$ cat src/rtl/decode_scoreboard_ctrl.sv
// Decode-stage issue controller: per-register pending-write scoreboard,
// RAW/structural stall generation and wrong-path flush sequencing after taken branches.
module decode_scoreboard_ctrl #(
    parameter int unsigned FLUSH_CYCLES = 1,
    parameter bit          WB_BYPASS    = 1'b0
) (
    input  logic        i_clk,
    input  logic        i_rst,
    input  logic        i_dec_valid,
    input  logic [4:0]  i_rs1_num,
    input  logic [4:0]  i_rs2_num,
    input  logic        i_rs1_used,
    input  logic        i_rs2_used,
    input  logic [4:0]  i_rd_num,
    input  logic        i_rd_wen,
    input  logic        i_b_taken,
    input  logic        i_reg_op,
    input  logic [4:0]  i_w_rd_num,
    output logic        o_issue,
    output logic        o_stall,
    output logic        o_redirect,
    output logic        o_flush,
    output logic [31:0] o_busy,
    output logic        o_err
);

    localparam int unsigned NREG = 32;
    localparam int unsigned CW   = 2;
    localparam int unsigned RW   = 5;
    localparam int unsigned FW   = 3;

    typedef enum logic [0:0] {
        ST_RUN   = 1'b0,
        ST_FLUSH = 1'b1
    } state_t;

    state_t          state_q;
    logic [FW-1:0]   fcnt_q;
    logic [CW-1:0]   cnt_q [NREG];
    logic            err_q;

    logic [CW-1:0]   rs1_cnt;
    logic [CW-1:0]   rs2_cnt;
    logic [CW-1:0]   rd_cnt;
    logic [CW-1:0]   wb_cnt;
    logic            rs1_byp;
    logic            rs2_byp;
    logic            rs1_haz;
    logic            rs2_haz;
    logic            struct_haz;
    logic            hazard;
    logic            inc_en;
    logic            dec_en;
    logic            err_hit;

    // Hazard detection against the registered pending counts
    always_comb begin
        rs1_cnt    = cnt_q[i_rs1_num];
        rs2_cnt    = cnt_q[i_rs2_num];
        rd_cnt     = cnt_q[i_rd_num];
        wb_cnt     = cnt_q[i_w_rd_num];
        rs1_byp    = WB_BYPASS && (rs1_cnt == CW'(1)) && i_reg_op && (i_w_rd_num == i_rs1_num);
        rs2_byp    = WB_BYPASS && (rs2_cnt == CW'(1)) && i_reg_op && (i_w_rd_num == i_rs2_num);
        rs1_haz    = i_rs1_used && (rs1_cnt != '0) && !rs1_byp;
        rs2_haz    = i_rs2_used && (rs2_cnt != '0) && !rs2_byp;
        struct_haz = i_rd_wen && (i_rd_num != '0) && (rd_cnt == CW'(3));
        hazard     = rs1_haz || rs2_haz || struct_haz;
    end

    // Issue/stall/redirect are zero-latency; everything is quiet while in reset
    always_comb begin
        o_issue    = 1'b0;
        o_stall    = 1'b0;
        o_redirect = 1'b0;
        o_flush    = 1'b0;
        if (!i_rst) begin
            if (state_q == ST_RUN) begin
                o_issue    = i_dec_valid && !hazard;
                o_stall    = i_dec_valid && hazard;
                o_redirect = i_dec_valid && !hazard && i_b_taken;
            end else begin
                o_flush    = 1'b1;
            end
        end
    end

    always_comb begin
        inc_en  = o_issue && i_rd_wen && (i_rd_num != '0);
        dec_en  = i_reg_op && (i_w_rd_num != '0) && (wb_cnt != '0);
        err_hit = i_reg_op && (i_w_rd_num != '0) && (wb_cnt == '0);
    end

    // Flush sequencer: counter holds remaining wrong-path cycles, exit when it reaches 1
    always_ff @(posedge i_clk) begin
        if (i_rst) begin
            state_q <= ST_RUN;
            fcnt_q  <= '0;
        end else begin
            case (state_q)
                ST_RUN: begin
                    if (o_redirect) begin
                        state_q <= ST_FLUSH;
                        fcnt_q  <= FW'(FLUSH_CYCLES);
                    end
                end
                ST_FLUSH: begin
                    if (fcnt_q <= FW'(1)) begin
                        state_q <= ST_RUN;
                        fcnt_q  <= '0;
                    end else begin
                        fcnt_q  <= fcnt_q - FW'(1);
                    end
                end
            endcase
        end
    end

    // Pending counters; x0 stays zero, simultaneous inc/dec of one register cancel
    always_ff @(posedge i_clk) begin
        cnt_q[0] <= '0;
        if (i_rst) begin
            for (int unsigned i = 1; i < NREG; i++) begin
                cnt_q[i] <= '0;
            end
            err_q <= 1'b0;
        end else begin
            for (int unsigned i = 1; i < NREG; i++) begin
                if (inc_en && (i_rd_num == RW'(i)) && !(dec_en && (i_w_rd_num == RW'(i)))) begin
                    cnt_q[i] <= cnt_q[i] + CW'(1);
                end else if (dec_en && (i_w_rd_num == RW'(i)) && !(inc_en && (i_rd_num == RW'(i)))) begin
                    cnt_q[i] <= cnt_q[i] - CW'(1);
                end
            end
            if (err_hit) begin
                err_q <= 1'b1;
            end
        end
    end

    always_comb begin
        o_busy = '0;
        for (int unsigned i = 0; i < NREG; i++) begin
            o_busy[i] = (cnt_q[i] != '0);
        end
    end

    assign o_err = err_q;

endmodule
$ cat config.mk
export PLATFORM = sky130hd
export DESIGN_NAME = decode_scoreboard_ctrl
export DESIGN_NICKNAME = d
export VERILOG_FILES = /design/src/rtl/decode_scoreboard_ctrl.sv
export SDC_FILE = /design/constraint.sdc
export NUM_CORES = 1
export LEC_CHECK = 0
export CAP_MARGIN = 25
export CORE_UTILIZATION = 40
export DETAILED_ROUTE_END_ITERATION = 7
export GPL_ROUTABILITY_DRIVEN = 0
export GPL_TIMING_DRIVEN = 1
export PLACE_DENSITY = 0.58
export RECOVER_POWER = 50
export SLEW_MARGIN = 20
export SYNTH_ARGS = -nofsm -noshare
export SYNTH_HDL_FRONTEND = slang
export SYNTH_SLANG_ARGS = --single-unit
$ cat constraint.sdc
create_clock -name i_clk -period 3.92 [get_ports i_clk]
set_input_delay 0.784 -clock i_clk [delete_from_list [all_inputs] [get_ports i_clk]]
set_output_delay 0.784 -clock i_clk [all_outputs]
set_load 0.03 [all_outputs]
==> results of run 1 <==
## cell families after synthesis
family                   count (synthesis)  synth area share
multiplexers                            37            0.0982
adder cells (fa/ha/maj)                  3           0.00578
other                                    1          0.000577
AND/OR/NAND/NOR                        378             0.337
buffers and inverters                   94            0.0645
AO/OA/AOI/OAI                          124             0.134
flip-flops                              67             0.302
XOR/XNOR                                43            0.0580
## stage by stage
stage               instance area [um^2]  utilization  setup WS [ns]  hold slack (ns)  cells
global route                        8280        0.521        0.00375            0.510   1095
global placement                    7920        0.498         -0.219            0.474   1075
floorplan                           6500            -          0.160            0.498    747
finish                              8280        0.521          0.116            0.471   1095
CTS                                 8240        0.519        0.00817            0.479   1092
detailed placement                  7920        0.498         -0.319            0.467   1075
## worst min-delay path, delay by kind of cell (launching register included)
kind	cells	cell delay (ns)
flip-flops	1	0.32
AND/OR/NAND/NOR	1	0.07
AO/OA/AOI/OAI	1	0.04
## Yosys cell counts, types with 5 or more instances
| library cell | number | area (um^2) |
|---|---|---|
| sky130_fd_sc_hd__a211o_1 | 5 | 43.8 |
| sky130_fd_sc_hd__a21oi_1 | 34 | 170 |
| sky130_fd_sc_hd__a31oi_1 | 11 | 68.8 |
| sky130_fd_sc_hd__and3_1 | 5 | 31.3 |
| sky130_fd_sc_hd__and4_1 | 5 | 43.8 |
| sky130_fd_sc_hd__buf_2 | 11 | 55.1 |
| sky130_fd_sc_hd__buf_6 | 6 | 67.6 |
| sky130_fd_sc_hd__clkbuf_1 | 29 | 109 |
| sky130_fd_sc_hd__dfxtp_1 | 5 | 100 |
| sky130_fd_sc_hd__edfxtp_1 | 62 | 1860 |
| sky130_fd_sc_hd__inv_1 | 39 | 146 |
| sky130_fd_sc_hd__mux2_2 | 14 | 158 |
| sky130_fd_sc_hd__mux4_2 | 20 | 450 |
| sky130_fd_sc_hd__nand2_1 | 47 | 176 |
| sky130_fd_sc_hd__nand2b_1 | 33 | 206 |
| sky130_fd_sc_hd__nand3_1 | 30 | 150 |
| sky130_fd_sc_hd__nand3b_1 | 7 | 52.6 |
| sky130_fd_sc_hd__nand4_1 | 23 | 144 |
| sky130_fd_sc_hd__nor2_1 | 87 | 327 |
| sky130_fd_sc_hd__nor2b_1 | 14 | 87.6 |
| sky130_fd_sc_hd__nor3_1 | 43 | 215 |
| sky130_fd_sc_hd__nor3_2 | 8 | 80.1 |
| sky130_fd_sc_hd__nor4_1 | 7 | 43.8 |
| sky130_fd_sc_hd__nor4_2 | 8 | 100 |
| sky130_fd_sc_hd__nor4_4 | 8 | 170 |
| sky130_fd_sc_hd__o211ai_1 | 5 | 37.5 |
| sky130_fd_sc_hd__o21ai_0 | 18 | 90.1 |
| sky130_fd_sc_hd__o22ai_1 | 5 | 31.3 |
| sky130_fd_sc_hd__o31ai_1 | 9 | 67.6 |
| sky130_fd_sc_hd__or2_2 | 14 | 87.6 |
| sky130_fd_sc_hd__or3_1 | 17 | 106 |
| sky130_fd_sc_hd__or3b_1 | 5 | 43.8 |
| sky130_fd_sc_hd__xnor2_1 | 28 | 245 |
| sky130_fd_sc_hd__xor2_1 | 15 | 131 |
## registers in the layout, summed over array words and instances, names as in the netlist
| signal | flops |
|---|---|
| cnt_q | 62 |
| o_err | 1 |
| state_q | 1 |
| fcnt_q | 3 |
## timing repair
| action | in CTS | in global routing |
|---|---|---|
| setup buffers | 0 | 2 |
| hold buffers | 0 | 0 |
| gates resized for setup | 6 | 19 |
| pin swaps | 1 | 5 |
| cloned | 1 | 0 |
| endpoints found under the setup margin | 3 | 3 |
## final cells by class
class / count / area share
clock inverters: 5 / 0.00650
well taps: 216 / 0.0326
multi-input cells: 586 / 0.502
flip-flops and latches: 67 / 0.237
repair buffers: 168 / 0.175
clock buffers: 11 / 0.0281
inverters: 42 / 0.0193
## metal layers
metal	routed length, um	part of all wire	vias up
li1	-	-	3010
met1	9690	0.41	3181
met2	10600	0.45	376
met3	2140	0.090	99
met4	1370	0.057	0
met5	0	0	-
## report_power, final
part,leakage (nW),total (mW),switching (mW),internal [mW]
Sequential,0.677,0.889,0.0606,0.828
Combinational,2.22,0.706,0.414,0.291
Clock,0.143,0.803,0.313,0.490
## how the worst min path moves through the flow
stage	startpoint	end	slack, ns	depth (start not counted)
after floorplan	fcnt_q[1]$_SDFFE_PP0P_	fcnt_q[1]$_SDFFE_PP0P_	0.50	2
after detailed placement	o_err$_SDFFE_PP0P_	o_err$_SDFFE_PP0P_	0.47	2
after CTS	o_err$_SDFFE_PP0P_	o_err$_SDFFE_PP0P_	0.48	2
final	o_err$_SDFFE_PP0P_	o_err$_SDFFE_PP0P_	0.47	2
after global routing	o_err$_SDFFE_PP0P_	o_err$_SDFFE_PP0P_	0.51	2
after global placement	o_err$_SDFFE_PP0P_	o_err$_SDFFE_PP0P_	0.47	2
==> impl_metrics.xml, run 1 <==
<?xml version="1.0" encoding="UTF-8"?>
<metrics>
  <group name="route">
    <metric name="drt_pre_antenna_iters" unit="">5</metric>
    <metric name="postRouteAntennaNets" unit="">0</metric>
    <metric name="avgRoutedWirePerCell" unit="um">21.7</metric>
    <metric name="detail_route.drc_violations" unit="">0</metric>
    <metric name="routed_wirelength" unit="mm">23.8</metric>
    <metric name="routed-via-count" unit="">6666</metric>
    <metric name="first_iteration_detailed_routing_drc_count" unit="">729</metric>
    <metric name="routed_via_density" unit="">6.09</metric>
  </group>
  <group name="yosys">
    <metric name="postSynthRegisterBits" unit="">67</metric>
    <metric name="async_flop_share" unit="">0</metric>
    <metric name="synth_ff_type" unit="">sky130_fd_sc_hd__edfxtp_1</metric>
    <metric name="synth_edf_count" unit="">62</metric>
    <metric name="portion_of_the_post_synthesis_area_used_by_sequential_elements" unit="">0.302</metric>
    <metric name="synth.yosys.warnings" unit="">0</metric>
    <metric name="synth.lib_cells_used.distinct" unit="">68</metric>
    <metric name="synthCells" unit="">747</metric>
    <metric name="synth_area_per_cell" unit="um^2">8.70</metric>
    <metric name="synth.net_count" unit="">778</metric>
    <metric name="syn_area" unit="um^2">6500</metric>
  </group>
  <group name="worst_setup_path">
    <metric name="r2r.worst_path.cells" unit="">11</metric>
    <metric name="crit_top_cell" unit="">sky130_fd_sc_hd__buf_4</metric>
    <metric name="worstSetupEndpointType" unit="">output pin</metric>
    <metric name="criticalPathCategory" unit="">in2out</metric>
    <metric name="cp.arrival" unit="ns">3.02</metric>
    <metric name="crit_chain" unit="">clkdlybuf4s50_1, inv_1, buf_4, mux4_2, mux2_2, a2bb2oi_1, buf_4, o21ai_4, nor4_4, buf_4, buf_4</metric>
    <metric name="r2r-end" unit="">cnt_q[25][0]$_SDFFCE_PP0P_</metric>
    <metric name="timing.reg2reg.setup_slack" unit="ns">0.36</metric>
    <metric name="crit_path_end" unit="">o_issue</metric>
    <metric name="reg2reg_from" unit="">cnt_q[23][0]$_SDFFCE_PP0P_</metric>
    <metric name="critical_path.top_delay_family" unit="">buffers and inverters</metric>
    <metric name="critical_path.slowest_cell" unit="">sky130_fd_sc_hd__clkdlybuf4s50_1</metric>
    <metric name="worst_ep_required_time" unit="ns">3.14</metric>
    <metric name="path_buf_inv" unit="">6</metric>
    <metric name="timing.critical_path.fanout_max" unit="">6</metric>
    <metric name="critical_path_depth" unit="">11</metric>
    <metric name="worst_setup_path_start_kind" unit="">input pin</metric>
    <metric name="timing.critical_path.from" unit="">i_rs1_num[2]</metric>
    <metric name="cp_slowest_stage_delay" unit="ns">0.51</metric>
  </group>
  <group name="run_status">
    <metric name="violations" unit="">capacitance limit, slew limit</metric>
    <metric name="outcome" unit="">complete, but fails checks</metric>
  </group>
  <group name="layout">
    <metric name="multi_input_gate_area" unit="um^2">4160</metric>
    <metric name="antenna-diode-count" unit="">0</metric>
    <metric name="mostFrequentLayoutCell" unit="">sky130_fd_sc_hd__buf_4</metric>
    <metric name="n_fill_cell" unit="">1532</metric>
    <metric name="areaGrowthSynthToFinish" unit="%">27.5</metric>
    <metric name="layout-drive-gt1-share" unit="">0.239</metric>
    <metric name="register_area" unit="um^2">1960</metric>
    <metric name="layout.nets" unit="">905</metric>
    <metric name="layout.cells.most_common_list" unit="">sky130_fd_sc_hd__buf_4, sky130_fd_sc_hd__nor2_1, sky130_fd_sc_hd__edfxtp_1, sky130_fd_sc_hd__nand2_1, sky130_fd_sc_hd__nor3_1</metric>
  </group>
  <group name="power_and_ir_drop">
    <metric name="leakagePower" unit="nW">3.04</metric>
    <metric name="cellPowerDensity" unit="nW/um^2">289</metric>
    <metric name="worst_ir_drop_vdd" unit="mV">0.237</metric>
    <metric name="total_power" unit="mW">2.40</metric>
  </group>
  <group name="global_routing">
    <metric name="global_route.overflow_total" unit="">0</metric>
    <metric name="grt_pass1_wl" unit="mm">35.8</metric>
    <metric name="antenna_found_initial" unit="">0</metric>
    <metric name="gr-max-usage-layer" unit="">met2</metric>
    <metric name="globalRouteTotalUtil" unit="">0.292</metric>
    <metric name="groute.layer.met3.usage" unit="">0.0582</metric>
    <metric name="grt_start_max_net_pins" unit="">116</metric>
    <metric name="grt_pass1_vias" unit="">6271</metric>
    <metric name="met2_grt_util" unit="">0.453</metric>
    <metric name="grt.met1_usage" unit="">0.374</metric>
  </group>
  <group name="sta">
    <metric name="setup_repair_after_global_routing_missed_its_margin" unit="">false</metric>
    <metric name="fin_crit_sh" unit="">0.970</metric>
    <metric name="max_freq" unit="MHz">263</metric>
    <metric name="setup-violations-final" unit="">0</metric>
    <metric name="drv_slew" unit="">52</metric>
    <metric name="hold_violations" unit="">0</metric>
    <metric name="fin_tns_setup" unit="ns">0</metric>
    <metric name="worst_slew_margin_rel" unit="">-0.369</metric>
    <metric name="finalCriticalPeriod" unit="ns">3.80</metric>
    <metric name="timing_worst_slew_pin_value" unit="ns">2.05</metric>
    <metric name="worst_clock_skew" unit="ns">0.00567</metric>
  </group>
  <group name="die">
    <metric name="die_height" unit="um">129</metric>
    <metric name="num_io_pins" unit="">65</metric>
    <metric name="coreArea" unit="um^2">15900</metric>
    <metric name="floorplan.initialDensity" unit="">0.409</metric>
    <metric name="die_w" unit="um">129</metric>
    <metric name="fp.dieArea" unit="um^2">16800</metric>
    <metric name="floorplan.rows" unit="">46</metric>
  </group>
  <group name="clocking">
    <metric name="cts.sinks" unit="">67</metric>
    <metric name="cts_max_path_buffers" unit="">2</metric>
    <metric name="clkLatencyLatePin" unit="ns">0.35</metric>
    <metric name="path_clk_slew" unit="ns">0.05</metric>
    <metric name="tritoncts" unit="">done</metric>
    <metric name="cts_inserted_buffers" unit="">9</metric>
    <metric name="ctsHtreeMaxLevel" unit="">3</metric>
    <metric name="cts_root_buf" unit="">sky130_fd_sc_hd__clkbuf_16</metric>
  </group>
  <group name="flow_run">
    <metric name="cap_violations" unit="">1</metric>
  </group>
  <group name="worst_hold_path">
    <metric name="timing.hold.worst.class" unit="">reg2reg</metric>
  </group>
  <group name="placement">
    <metric name="portBuffers" unit="">63</metric>
    <metric name="hpwlAfterDp" unit="mm">18.8</metric>
  </group>
</metrics>
No activity file was read; power rests on OpenSTA's default activity.
==> run 2: changes to the inputs <==
--- a/config.mk
+++ b/config.mk
@@ -6,11 +6,12 @@
 export NUM_CORES = 1
 export LEC_CHECK = 0
 export CAP_MARGIN = 25
-export CORE_UTILIZATION = 40
+export CORE_MARGIN = 2
+export CORE_UTILIZATION = 31
 export DETAILED_ROUTE_END_ITERATION = 7
 export GPL_ROUTABILITY_DRIVEN = 0
 export GPL_TIMING_DRIVEN = 1
-export PLACE_DENSITY = 0.58
+export PLACE_DENSITY = 0.48
 export RECOVER_POWER = 50
 export SLEW_MARGIN = 20
 export SYNTH_ARGS = -nofsm -noshare
==> impl_metrics.xml, run 2 (synthesis results as in run 1) <==
<?xml version="1.0" encoding="UTF-8"?>
<metrics>
  <group name="run_status">
    <metric name="outcome" unit="">complete, but fails checks</metric>
    <metric name="violations" unit="">capacitance limit, slew limit</metric>
  </group>
  <group name="layout">
    <metric name="layout.nets" unit="">930</metric>
    <metric name="n_fill_cell" unit="">2026</metric>
    <metric name="stdcell_count" unit="">1174</metric>
    <metric name="layout-drive-gt1-share" unit="">0.287</metric>
    <metric name="register_area" unit="um^2">1960</metric>
    <metric name="largest-register" unit="">cnt_q</metric>
    <metric name="layout.cells.most_common_list" unit="">sky130_fd_sc_hd__buf_4, sky130_fd_sc_hd__nor2_1, sky130_fd_sc_hd__edfxtp_1, sky130_fd_sc_hd__nand2_1, sky130_fd_sc_hd__nor3_1</metric>
    <metric name="fin_area" unit="um^2">8710</metric>
    <metric name="biggestRegsByFlops" unit="">cnt_q: 62 flops, fcnt_q: 3 flops</metric>
    <metric name="largest_register_ff_count" unit="">62</metric>
    <metric name="mostFrequentLayoutCell" unit="">sky130_fd_sc_hd__buf_4</metric>
    <metric name="areaGrowthSynthToFinish" unit="%">34.1</metric>
    <metric name="multi_input_gate_area" unit="um^2">4220</metric>
    <metric name="antenna-diode-count" unit="">0</metric>
  </group>
  <group name="sta">
    <metric name="drv_slew" unit="">58</metric>
    <metric name="worst_slew_margin_rel" unit="">-0.530</metric>
    <metric name="setup-violations-final" unit="">0</metric>
    <metric name="max_freq" unit="MHz">262</metric>
    <metric name="fin_crit_sh" unit="">0.975</metric>
    <metric name="hold_violations" unit="">0</metric>
    <metric name="finalCriticalPeriod" unit="ns">3.82</metric>
    <metric name="worst_clock_skew" unit="ns">0.0170</metric>
    <metric name="fin_tns_setup" unit="ns">0</metric>
    <metric name="timing_worst_slew_pin_value" unit="ns">2.29</metric>
  </group>
  <group name="worst_setup_path">
    <metric name="cp.arrival" unit="ns">4.10</metric>
    <metric name="worst_ep_required_time" unit="ns">4.20</metric>
    <metric name="reg2reg_from" unit="">cnt_q[19][0]$_SDFFCE_PP0P_</metric>
    <metric name="criticalPathCategory" unit="">in2reg</metric>
    <metric name="worst_setup_path_start_kind" unit="">input pin</metric>
    <metric name="timing.critical_path.fanout_max" unit="">15</metric>
    <metric name="r2r-end" unit="">state_q$_SDFF_PP0_</metric>
    <metric name="r2r.worst_path.cells" unit="">20</metric>
    <metric name="timing.reg2reg.setup_slack" unit="ns">0.13</metric>
    <metric name="worstSetupEndpointType" unit="">register</metric>
  </group>
  <group name="placement">
    <metric name="portBuffers" unit="">63</metric>
    <metric name="hpwlAfterDp" unit="mm">19.7</metric>
    <metric name="detailed_place.area" unit="um^2">8030</metric>
    <metric name="dpl.cell_count" unit="">1135</metric>
  </group>
  <group name="global_routing">
    <metric name="grt_start_max_net_pins" unit="">112</metric>
    <metric name="globalRouteTotalUtil" unit="">0.233</metric>
    <metric name="grt_pass1_wl" unit="mm">38.5</metric>
    <metric name="antenna_found_initial" unit="">1</metric>
    <metric name="grt_pass1_vias" unit="">6576</metric>
    <metric name="global_route.overflow_total" unit="">0</metric>
  </group>
  <group name="die">
    <metric name="floorplan.initialDensity" unit="">0.318</metric>
    <metric name="fp.dieArea" unit="um^2">22100</metric>
    <metric name="die_height" unit="um">149</metric>
    <metric name="die_w" unit="um">149</metric>
    <metric name="num_io_pins" unit="">65</metric>
    <metric name="coreArea" unit="um^2">20400</metric>
    <metric name="floorplan.rows" unit="">52</metric>
  </group>
  <group name="route">
    <metric name="dr_wl_met3" unit="mm">2.39</metric>
    <metric name="drt_pre_antenna_iters" unit="">7</metric>
    <metric name="routed-via-count" unit="">6680</metric>
    <metric name="avgRoutedWirePerCell" unit="um">21.6</metric>
    <metric name="postRouteAntennaNets" unit="">0</metric>
    <metric name="routed_wirelength" unit="mm">25.4</metric>
    <metric name="first_iteration_detailed_routing_drc_count" unit="">601</metric>
    <metric name="maxUsedRoutingLayer" unit="">met4</metric>
    <metric name="wl_met2" unit="mm">11.6</metric>
    <metric name="detail_route.drc_violations" unit="">0</metric>
    <metric name="routed_via_density" unit="">5.69</metric>
    <metric name="wirelength_met1" unit="mm">10.5</metric>
  </group>
  <group name="power_and_ir_drop">
    <metric name="pwr-share-seq" unit="">0.342</metric>
    <metric name="power.switching_fraction" unit="">0.321</metric>
    <metric name="comb_power_share" unit="">0.284</metric>
    <metric name="worst_ir_drop_vdd" unit="mV">0.207</metric>
    <metric name="power_switching" unit="uW">836</metric>
    <metric name="cellPowerDensity" unit="nW/um^2">299</metric>
    <metric name="intPower" unit="mW">1.76</metric>
    <metric name="clockPowerShare" unit="">0.373</metric>
    <metric name="leakagePower" unit="nW">3.20</metric>
  </group>
  <group name="clocking">
    <metric name="clkLatencyLatePin" unit="ns">0.35</metric>
    <metric name="ctsHoldBuffers" unit="">0</metric>
    <metric name="cts.sinks" unit="">67</metric>
    <metric name="ctsHtreeMaxLevel" unit="">3</metric>
    <metric name="path_clk_slew" unit="ns">0.07</metric>
    <metric name="tritoncts" unit="">done</metric>
    <metric name="cts_max_path_buffers" unit="">2</metric>
    <metric name="cts_inserted_buffers" unit="">9</metric>
    <metric name="cts_root_buf" unit="">sky130_fd_sc_hd__clkbuf_16</metric>
  </group>
  <group name="worst_hold_path">
    <metric name="holdCritStartpoint" unit="">o_err$_SDFFE_PP0P_</metric>
    <metric name="min_delay_path_depth" unit="">2</metric>
    <metric name="timing.hold.worst.class" unit="">reg2reg</metric>
    <metric name="whs_endpoint" unit="">o_err$_SDFFE_PP0P_</metric>
  </group>
  <group name="flow_run">
    <metric name="cap_violations" unit="">1</metric>
  </group>
</metrics>
-- run 2: changes by cell type in the layout (fill, tap and decap cells not counted), sizes merged --
cell and change:
buf +35, bufbuf -1, bufinv +2, clkbuf -10
clkdlybuf4s50 +1, clkinv -3, clkinvlp +2, dlygate4sd2 +3
dlygate4sd3 -2, dlymetal6s2s -2
-- run 2: final cells by class --
cell class	instances	share of cell area
Multi-Input combinational cell	586	0.485
Sequential cell	67	0.225
Timing Repair Buffer	193	0.194
Tap cell	270	0.0388
Clock buffer	10	0.0263
Inverter	42	0.0181
Clock inverter	6	0.0131
-- run 2: layer usage --
| layer | vias to the layer above | GRT usage |
|---|---|---|
| met4 | 0 | 0.0981 |
| met3 | 47 | 0.0587 |
| met1 | 3245 | 0.308 |
| li1 | 3064 | - |
| met2 | 324 | 0.362 |
| met5 | - | 0 |
-- run 2: timing repair --
item	CTS	global route
endpoints found under the setup margin	3	6
setup buffers	18	5
hold endpoints to repair	0	0
pin swaps	7	13
resized for setup	22	32
-- run 2: worst max-delay path by stage --
stage                       startpoint                  to  slack, ns  cells past startpoint
after floorplan            i_rd_num[0]          o_redirect       0.16                     11
after global routing       i_rd_num[3]  state_q$_SDFF_PP0_      -0.02                     22
final                     i_rs2_num[0]  state_q$_SDFF_PP0_        0.1                     21
after detailed placement   i_rd_num[0]             o_stall      -0.37                     10
after global placement    i_rs1_num[0]             o_stall      -0.41                     10
after CTS                  i_rd_num[1]  state_q$_SDFF_PP0_     0.0006                     22
-- run 2: through the flow --
step                      total power [mW]  setup slack (ns)  hold WS (ns)   util
after floorplan                       1.31             0.160         0.498      -
after detailed placement              1.60            -0.371         0.489  0.393
after global routing                  2.70           -0.0166         0.552  0.426
after global placement                1.59            -0.406         0.490  0.393
after CTS                             2.60          0.000597         0.504  0.419
final                                 2.60            0.0999         0.502  0.426
-- run 2: worst max-delay path: stages --
cell and delay, ns:
sky130_fd_sc_hd__dlygate4sd2_1 0.26, sky130_fd_sc_hd__buf_12 0.15, sky130_fd_sc_hd__o211ai_1 0.13, sky130_fd_sc_hd__o221ai_1 0.16, sky130_fd_sc_hd__o221ai_1 0.25, sky130_fd_sc_hd__a221o_1 0.29, sky130_fd_sc_hd__o41ai_4 0.13, sky130_fd_sc_hd__buf_4 0.17
sky130_fd_sc_hd__nor4_4 0.35, sky130_fd_sc_hd__nand2_2 0.12, sky130_fd_sc_hd__buf_4 0.14, sky130_fd_sc_hd__buf_4 0.12, sky130_fd_sc_hd__buf_4 0.12, sky130_fd_sc_hd__buf_4 0.12, sky130_fd_sc_hd__buf_4 0.12, sky130_fd_sc_hd__buf_4 0.12
sky130_fd_sc_hd__buf_4 0.12, sky130_fd_sc_hd__buf_4 0.12, sky130_fd_sc_hd__buf_4 0.12, sky130_fd_sc_hd__buf_4 0.12, sky130_fd_sc_hd__a21oi_2 0.10
-- run 2: power by group through the flow --
stage | Sequential [mW] | Combinational [mW] | Clock [mW]
2_1_floorplan | 0.877 | 0.429 | 0
3_5_place_dp | 0.902 | 0.700 | 0
4_1_cts | 0.887 | 0.723 | 0.988
3_3_place_gp | 0.901 | 0.690 | 0
6_report | 0.891 | 0.740 | 0.970
5_1_grt | 0.894 | 0.789 | 1.01
